--- config.mk ---
export PLATFORM = sky130hd
export DESIGN_NAME = risc_mgmt_execute_ctrl_flat
export DESIGN_NICKNAME = d
export VERILOG_FILES = /design/src/rtl/risc_mgmt_execute_ctrl_if.sv /design/src/rtl/risc_mgmt_execute_ctrl.sv /design/src/flat_wrapper.sv
export SDC_FILE = /design/constraint.sdc
export NUM_CORES = 1
export LEC_CHECK = 0
export CAP_MARGIN = 20
export CORE_AREA = 8 8 142 144
export CTS_CLUSTER_DIAMETER = 30
export CTS_CLUSTER_SIZE = 25
export DETAILED_ROUTE_END_ITERATION = 7
export DIE_AREA = 0 0 150 152
export PLACE_DENSITY_LB_ADDON = 0.05
export SYNTH_ARGS = -nofsm -noshare
export SYNTH_HDL_FRONTEND = slang
export SYNTH_SLANG_ARGS = --single-unit
--- constraint.sdc ---
create_clock -name CLK -period 2.1 [get_ports CLK]
set_input_delay 0.315 -clock CLK [delete_from_list [all_inputs] [get_ports CLK]]
set_output_delay 0.315 -clock CLK [all_outputs]
set_load 0.02 [all_outputs]
--- src/rtl/risc_mgmt_execute_ctrl_if.sv ---
// Execute-stage link between the core, the RISC-MGMT controller and N_EXT extensions.
// master = controller side, slave = core/extension environment side.
interface risc_mgmt_execute_ctrl_if #(parameter int N_EXT = 4);
  localparam int SELW = (N_EXT > 1) ? $clog2(N_EXT) : 1;

  logic                  ext_start;
  logic [SELW-1:0]       ext_sel;
  logic                  flush;
  logic [N_EXT-1:0]      start_oh;
  logic [N_EXT-1:0]      abort_oh;
  logic [N_EXT-1:0]      ext_busy;
  logic [N_EXT-1:0]      ext_exception;
  logic [N_EXT-1:0]      ext_reg_w;
  logic [5*N_EXT-1:0]    ext_reg_waddr;
  logic [32*N_EXT-1:0]   ext_reg_wdata;
  logic [N_EXT-1:0]      ext_branch_jump;
  logic [32*N_EXT-1:0]   ext_br_j_addr;
  logic                  core_stall;
  logic                  core_valid;
  logic                  core_reg_w;
  logic [4:0]            core_reg_waddr;
  logic [31:0]           core_reg_wdata;
  logic                  core_branch_jump;
  logic [31:0]           core_br_j_addr;
  logic                  core_exception;
  logic [1:0]            core_ex_cause;

  modport master (
    input  ext_start, ext_sel, flush, ext_busy, ext_exception, ext_reg_w,
           ext_reg_waddr, ext_reg_wdata, ext_branch_jump, ext_br_j_addr,
    output start_oh, abort_oh, core_stall, core_valid, core_reg_w, core_reg_waddr,
           core_reg_wdata, core_branch_jump, core_br_j_addr, core_exception, core_ex_cause
  );

  modport slave (
    output ext_start, ext_sel, flush, ext_busy, ext_exception, ext_reg_w,
           ext_reg_waddr, ext_reg_wdata, ext_branch_jump, ext_br_j_addr,
    input  start_oh, abort_oh, core_stall, core_valid, core_reg_w, core_reg_waddr,
           core_reg_wdata, core_branch_jump, core_br_j_addr, core_exception, core_ex_cause
  );
endinterface

--- src/rtl/risc_mgmt_execute_ctrl.sv ---
// Execute-stage controller: start pulse, busy stall, one-cycle commit of extension results.
// Optional WAIT timeout with abort pulse enabled by RISC_MGMT_EXEC_TIMEOUT_EN.
module risc_mgmt_execute_ctrl #(
  parameter int N_EXT          = 4,
  parameter int TIMEOUT_CYCLES = 255
) (
  input  logic                     CLK,
  input  logic                     nRST,
  risc_mgmt_execute_ctrl_if.master bus
);
  localparam int SELW = (N_EXT > 1) ? $clog2(N_EXT) : 1;

  typedef enum logic [1:0] {IDLE, WAIT, COMMIT} state_t;

  typedef struct packed {
    logic        exc;
    logic [1:0]  cause;
    logic        reg_w;
    logic [4:0]  waddr;
    logic [31:0] wdata;
    logic        bj;
    logic [31:0] baddr;
  } res_t;

  state_t          state_q, state_d;
  logic [SELW-1:0] sel_q, sel_d;
  res_t            res_q, res_d;
  logic [N_EXT-1:0] start_oh_c, abort_oh_c;
  logic            stall_c;
  logic            sel_ok;
  logic            sel_exc;

`ifdef RISC_MGMT_EXEC_TIMEOUT_EN
  logic [15:0]     cnt_q, cnt_d;
`else
  logic            unused_tmo;
  assign unused_tmo = ^TIMEOUT_CYCLES;
`endif

  assign sel_ok  = 32'(bus.ext_sel) < 32'(N_EXT);
  assign sel_exc = bus.ext_exception[sel_q];

  always_comb begin
    state_d    = state_q;
    sel_d      = sel_q;
    res_d      = res_q;
    start_oh_c = '0;
    abort_oh_c = '0;
    stall_c    = 1'b0;
`ifdef RISC_MGMT_EXEC_TIMEOUT_EN
    cnt_d      = '0;
`endif
    unique case (state_q)
      IDLE: begin
        if (bus.ext_start) begin
          stall_c = 1'b1;
          if (sel_ok) begin
            start_oh_c[bus.ext_sel] = 1'b1;
            sel_d                   = bus.ext_sel;
            state_d                 = WAIT;
          end else begin
            res_d       = '0;
            res_d.exc   = 1'b1;
            res_d.cause = 2'd2;
            state_d     = COMMIT;
          end
        end
      end
      WAIT: begin
        stall_c = 1'b1;
        if (!bus.ext_busy[sel_q]) begin
          // Exception suppresses side effects; address/data fields are captured regardless.
          res_d.exc   = sel_exc;
          res_d.cause = sel_exc ? 2'd1 : 2'd0;
          res_d.reg_w = bus.ext_reg_w[sel_q] & ~sel_exc;
          res_d.bj    = bus.ext_branch_jump[sel_q] & ~sel_exc;
          res_d.waddr = bus.ext_reg_waddr[5*int'(sel_q) +: 5];
          res_d.wdata = bus.ext_reg_wdata[32*int'(sel_q) +: 32];
          res_d.baddr = bus.ext_br_j_addr[32*int'(sel_q) +: 32];
          state_d     = COMMIT;
        end
`ifdef RISC_MGMT_EXEC_TIMEOUT_EN
        else if (cnt_q == 16'(TIMEOUT_CYCLES)) begin
          abort_oh_c[sel_q] = 1'b1;
          res_d             = '0;
          res_d.exc         = 1'b1;
          res_d.cause       = 2'd3;
          state_d           = COMMIT;
        end else begin
          cnt_d = cnt_q + 16'd1;
        end
`endif
      end
      COMMIT: begin
        res_d   = '0;
        state_d = IDLE;
      end
      default: state_d = IDLE;
    endcase
    if (bus.flush) begin
      state_d    = IDLE;
      res_d      = '0;
      start_oh_c = '0;
      abort_oh_c = '0;
      stall_c    = 1'b0;
`ifdef RISC_MGMT_EXEC_TIMEOUT_EN
      cnt_d      = '0;
`endif
    end
  end

  always_ff @(posedge CLK) begin
    if (!nRST) begin
      state_q <= IDLE;
      sel_q   <= '0;
      res_q   <= '0;
`ifdef RISC_MGMT_EXEC_TIMEOUT_EN
      cnt_q   <= '0;
`endif
    end else begin
      state_q <= state_d;
      sel_q   <= sel_d;
      res_q   <= res_d;
`ifdef RISC_MGMT_EXEC_TIMEOUT_EN
      cnt_q   <= cnt_d;
`endif
    end
  end

  assign bus.start_oh         = start_oh_c;
  assign bus.abort_oh         = abort_oh_c;
  assign bus.core_stall       = stall_c;
  assign bus.core_valid       = (state_q == COMMIT) && !bus.flush;
  assign bus.core_reg_w       = res_q.reg_w;
  assign bus.core_reg_waddr   = res_q.waddr;
  assign bus.core_reg_wdata   = res_q.wdata;
  assign bus.core_branch_jump = res_q.bj;
  assign bus.core_br_j_addr   = res_q.baddr;
  assign bus.core_exception   = res_q.exc;
  assign bus.core_ex_cause    = res_q.cause;
endmodule

--- src/flat_wrapper.sv ---
// flat-port wrapper written by rule: the top's interface ports become plain ports
module risc_mgmt_execute_ctrl_flat 
#(
  parameter int N_EXT          = 4,
  parameter int TIMEOUT_CYCLES = 255
)
  (CLK, nRST, bus_ext_start, bus_ext_sel, bus_flush, bus_ext_busy, bus_ext_exception, bus_ext_reg_w, bus_ext_reg_waddr, bus_ext_reg_wdata, bus_ext_branch_jump, bus_ext_br_j_addr, bus_start_oh, bus_abort_oh, bus_core_stall, bus_core_valid, bus_core_reg_w, bus_core_reg_waddr, bus_core_reg_wdata, bus_core_branch_jump, bus_core_br_j_addr, bus_core_exception, bus_core_ex_cause);
  risc_mgmt_execute_ctrl_if #(.N_EXT(N_EXT)) bus_i ();
  input  logic CLK;
  input  logic nRST;
  input wire logic [$bits(bus_i.ext_start)-1:0] bus_ext_start;
  input wire logic [$bits(bus_i.ext_sel)-1:0] bus_ext_sel;
  input wire logic [$bits(bus_i.flush)-1:0] bus_flush;
  input wire logic [$bits(bus_i.ext_busy)-1:0] bus_ext_busy;
  input wire logic [$bits(bus_i.ext_exception)-1:0] bus_ext_exception;
  input wire logic [$bits(bus_i.ext_reg_w)-1:0] bus_ext_reg_w;
  input wire logic [$bits(bus_i.ext_reg_waddr)-1:0] bus_ext_reg_waddr;
  input wire logic [$bits(bus_i.ext_reg_wdata)-1:0] bus_ext_reg_wdata;
  input wire logic [$bits(bus_i.ext_branch_jump)-1:0] bus_ext_branch_jump;
  input wire logic [$bits(bus_i.ext_br_j_addr)-1:0] bus_ext_br_j_addr;
  output wire logic [$bits(bus_i.start_oh)-1:0] bus_start_oh;
  output wire logic [$bits(bus_i.abort_oh)-1:0] bus_abort_oh;
  output wire logic [$bits(bus_i.core_stall)-1:0] bus_core_stall;
  output wire logic [$bits(bus_i.core_valid)-1:0] bus_core_valid;
  output wire logic [$bits(bus_i.core_reg_w)-1:0] bus_core_reg_w;
  output wire logic [$bits(bus_i.core_reg_waddr)-1:0] bus_core_reg_waddr;
  output wire logic [$bits(bus_i.core_reg_wdata)-1:0] bus_core_reg_wdata;
  output wire logic [$bits(bus_i.core_branch_jump)-1:0] bus_core_branch_jump;
  output wire logic [$bits(bus_i.core_br_j_addr)-1:0] bus_core_br_j_addr;
  output wire logic [$bits(bus_i.core_exception)-1:0] bus_core_exception;
  output wire logic [$bits(bus_i.core_ex_cause)-1:0] bus_core_ex_cause;
  assign bus_i.ext_start = bus_ext_start;
  assign bus_i.ext_sel = bus_ext_sel;
  assign bus_i.flush = bus_flush;
  assign bus_i.ext_busy = bus_ext_busy;
  assign bus_i.ext_exception = bus_ext_exception;
  assign bus_i.ext_reg_w = bus_ext_reg_w;
  assign bus_i.ext_reg_waddr = bus_ext_reg_waddr;
  assign bus_i.ext_reg_wdata = bus_ext_reg_wdata;
  assign bus_i.ext_branch_jump = bus_ext_branch_jump;
  assign bus_i.ext_br_j_addr = bus_ext_br_j_addr;
  assign bus_start_oh = bus_i.start_oh;
  assign bus_abort_oh = bus_i.abort_oh;
  assign bus_core_stall = bus_i.core_stall;
  assign bus_core_valid = bus_i.core_valid;
  assign bus_core_reg_w = bus_i.core_reg_w;
  assign bus_core_reg_waddr = bus_i.core_reg_waddr;
  assign bus_core_reg_wdata = bus_i.core_reg_wdata;
  assign bus_core_branch_jump = bus_i.core_branch_jump;
  assign bus_core_br_j_addr = bus_i.core_br_j_addr;
  assign bus_core_exception = bus_i.core_exception;
  assign bus_core_ex_cause = bus_i.core_ex_cause;
  risc_mgmt_execute_ctrl #(.N_EXT(N_EXT), .TIMEOUT_CYCLES(TIMEOUT_CYCLES)) u_core (.CLK(CLK), .nRST(nRST), .bus(bus_i));
endmodule
==> reports/metrics.cfg <==
[outcome]
run_status = finished, final reports clean

[global_route]
grt_max_degree = 58
grt_first_pass_wirelength_um = 35600
grt_usage_pct = 20.4
antenna_found_initial = 3
overflow = 0
grt_pass1_vias = 5953

[cells_and_area]
drive_gt1_share_pct = 14.4
diodes = 0
fin_area_um2 = 9320
area_growth_pct = 87.6
regArea_um2 = 1530
multiInputGateArea_um2 = 3170
n_fill_cell = 1623
layout.nets = 1112
postLayoutCoreUtil_pct = 52.4
instances_no_fill = 1048

[floorplan]
die_w_um = 150
floorplan.initialDensity_pct = 27.9
io_pins = 382
die_h_um = 152
die_area_um2 = 22800
coreArea_um2 = 17800
rows = 49

[worst_setup_path]
cp_max_fo = 4
start_kind = input pin
worstPathArrival_ns = 1.67
slowest_delay_ns = 0.52
crit_chain = clkdlybuf4s50_1 > nor3b_1 > and4b_1 > dlygate4sd2_1
required_ns = 1.78
critPathSlowestCell = clkdlybuf4s50_1
path_class = input pin to primary output
worstSetupEndpointType = primary output

[synthesis]
synth_top_area_share_pct = 33.1
ys_ff_latch = 76
synth.most_common_cell = dfxtp_1
synth_largest_area_cell = mux4_2
ys_seq_area_share_pct = 30.6
synth_area_leaders = mux4_2, dfxtp_1, o2111ai_1
synth_edf_count = 0
synthFlopType = dfxtp_1
syn_area_um2 = 4970
synthArstFlopShare_pct = 0
yosys_warnings = 0
ys_types = 27
syn-instance-count = 467
synthTopCellsByCount = dfxtp_1, mux4_2, nand2_1, o2111ai_1, o21ai_1
syn_area_per_cell_um2 = 10.6

[cts]
post_cts_buffers = 0
cts_sinks = 76
max-clock-path-buffers = 2
clk_pin_slew_worst_paths_ns = 0.05
cts_max_level = 3
clock-root-buffer = clkbuf_16
cts_tree = built
clk_latency_ns = 0.34
cts_inserted_buffers = 9

[drt]
first_pass_iters = 4
drt_iter0_markers = 297
wl_um = 23900
drt-vias-per-instance = 5.20
wire_per_inst_um = 22.8
ant_nets = 0
dr_total_vias = 5451
drc = 0

[power_and_ir_drop]
vdd_ir_drop_max_mv = 0.352
intPower_mw = 3.28
switching_power_mw = 1.06
comb_power_share_pct = 29.6
pwr-share-clk_pct = 36.2
switching_share_pct = 24.5
cellPowerDensity_nw_per_um2 = 466
fin_total_pwr_mw = 4.34
power.leakage_nw = 3.05
seqPwrFrac_pct = 34.2

[job]
cap_viol_max_count = 0

[sta]
slew_headroom_pct = 57.7
finalHoldViolCount = 0
fin_worst_skew_ns = 0.00358
min_period_ns = 1.99
min_period_over_period_pct = 94.5
rsz0062_at_grt = no
setup_viol = 0
fmax_mhz = 504
worstMarginPinSlew_ns = 0.635
slew_violations = 0

[placed_design]
routabilityCongestion = 0.880
dpl.cell_count = 1032
placed_cell_area_um2 = 9020
hpwlAfterDp_um = 19500
port_buffers = 376

[hold_path]
hold_path_class = flop to flop

## cells in the final DEF, fill, tap and decap left out, types with 2 or more instances in the layout
| master | n |
|---|---|
| nor3_1 | 3 |
| nand3b_1 | 20 |
| clkinv_2 | 2 |
| nor2b_1 | 4 |
| clkdlybuf4s50_1 | 370 |
| a31oi_1 | 6 |
| o2111ai_1 | 56 |
| nor4b_1 | 2 |
| buf_4 | 17 |
| mux4_2 | 73 |
| buf_12 | 7 |
| dfxtp_1 | 74 |
| dfxtp_4 | 2 |
| clkbuf_16 | 9 |
| a21oi_1 | 9 |
| o21ai_0 | 19 |
| mux2i_1 | 3 |
| dlygate4sd2_1 | 5 |
| o21ai_1 | 52 |
| clkbuf_8 | 2 |
| nand2_1 | 58 |
| nand2b_2 | 2 |
| nor3b_1 | 2 |
| conb_1 | 5 |
| nor2_1 | 5 |
## routing by layer
layer,part of all wire [%],GRT usage (%),wire length (µm)
met1,37,21.3,8740
met2,52,36.9,12300
met3,9.5,7.45,2270
met4,1.9,6.33,462
met5,0.17,0,41
## power groups by stage
stage	combinational (mW)	clock, mW	sequential (mW)
5_1_grt	1.37	1.69	1.49
4_1_cts	1.30	1.62	1.49
6_report	1.28	1.57	1.48
2_1_floorplan	0.542	0	1.52
3_5_place_dp	1.30	0	1.52
3_3_place_gp	1.28	0	1.52
## through the flow
stage | setup WS, ns | TNS, ns | hold WS (ns)
final | 0.115 | 0 | 0.466
after global routing | 0.0306 | 0 | 0.487
after CTS | 0.0646 | 0 | 0.469
after detailed placement | -0.133 | -0.318 | 0.462
after global placement | -0.133 | -0.213 | 0.457
after floorplan | 0.213 | 0 | 0.443
## worst max-delay path, delay by kind of cell
family / cells / cell delay [ns]
buffers and inverters: 2 / 0.88
AND/OR/NAND/NOR: 2 / 0.47
## worst paths after layout
kind                                 from                           end  slack [ns]  cells past startpoint
max reg2reg             u_core.state_q[0]  u_core.bus.core_reg_waddr[0]        0.22                      4
min          u_core.bus.core_reg_wdata[7]  u_core.bus.core_reg_wdata[7]        0.47                      2
max                         bus_ext_start               bus_start_oh[3]        0.11                      4
min reg2reg  u_core.bus.core_reg_wdata[7]  u_core.bus.core_reg_wdata[7]        0.47                      2
## registers in the layout (all words and copies together) (netlist names)
register	flops
u_core.bus.core_branch_jump	1
u_core.bus.core_ex_cause	1
u_core.bus.core_reg_w	1
u_core.state_q	2
u_core.bus.core_reg_waddr	5
u_core.bus.core_reg_wdata	32
u_core.sel_q	2
u_core.bus.core_br_j_addr	32
## final cells by class
type / instances / share of cell area, %
clock buffers: 12 / 2.75
clock inverters: 4 / 0.510
multi-input cells: 327 / 34.1
flip-flops and latches: 76 / 16.4
well taps: 229 / 3.07
repair buffers: 400 / 43.2
## cell families (layout without fill, tap and decap cells)
logic type             after synthesis  after routing  synth area share (%)
flip-flops                          76             76                  30.6
buffers and inverters               68            416                  6.04
AO/OA/AOI/OAI                      143            143                  18.9
multiplexers                        76             76                  33.7
AND/OR/NAND/NOR                    103            103                  10.7
other                                1              5                0.0755
## repair_timing
| item | 4_1_cts | 5_1_grt |
|---|---|---|
| hold buffers | 0 | 0 |
| endpoints found under the setup margin | 5 | 1 |
| gates resized for setup | 5 | 1 |
Power figures use the tool's default switching activity.
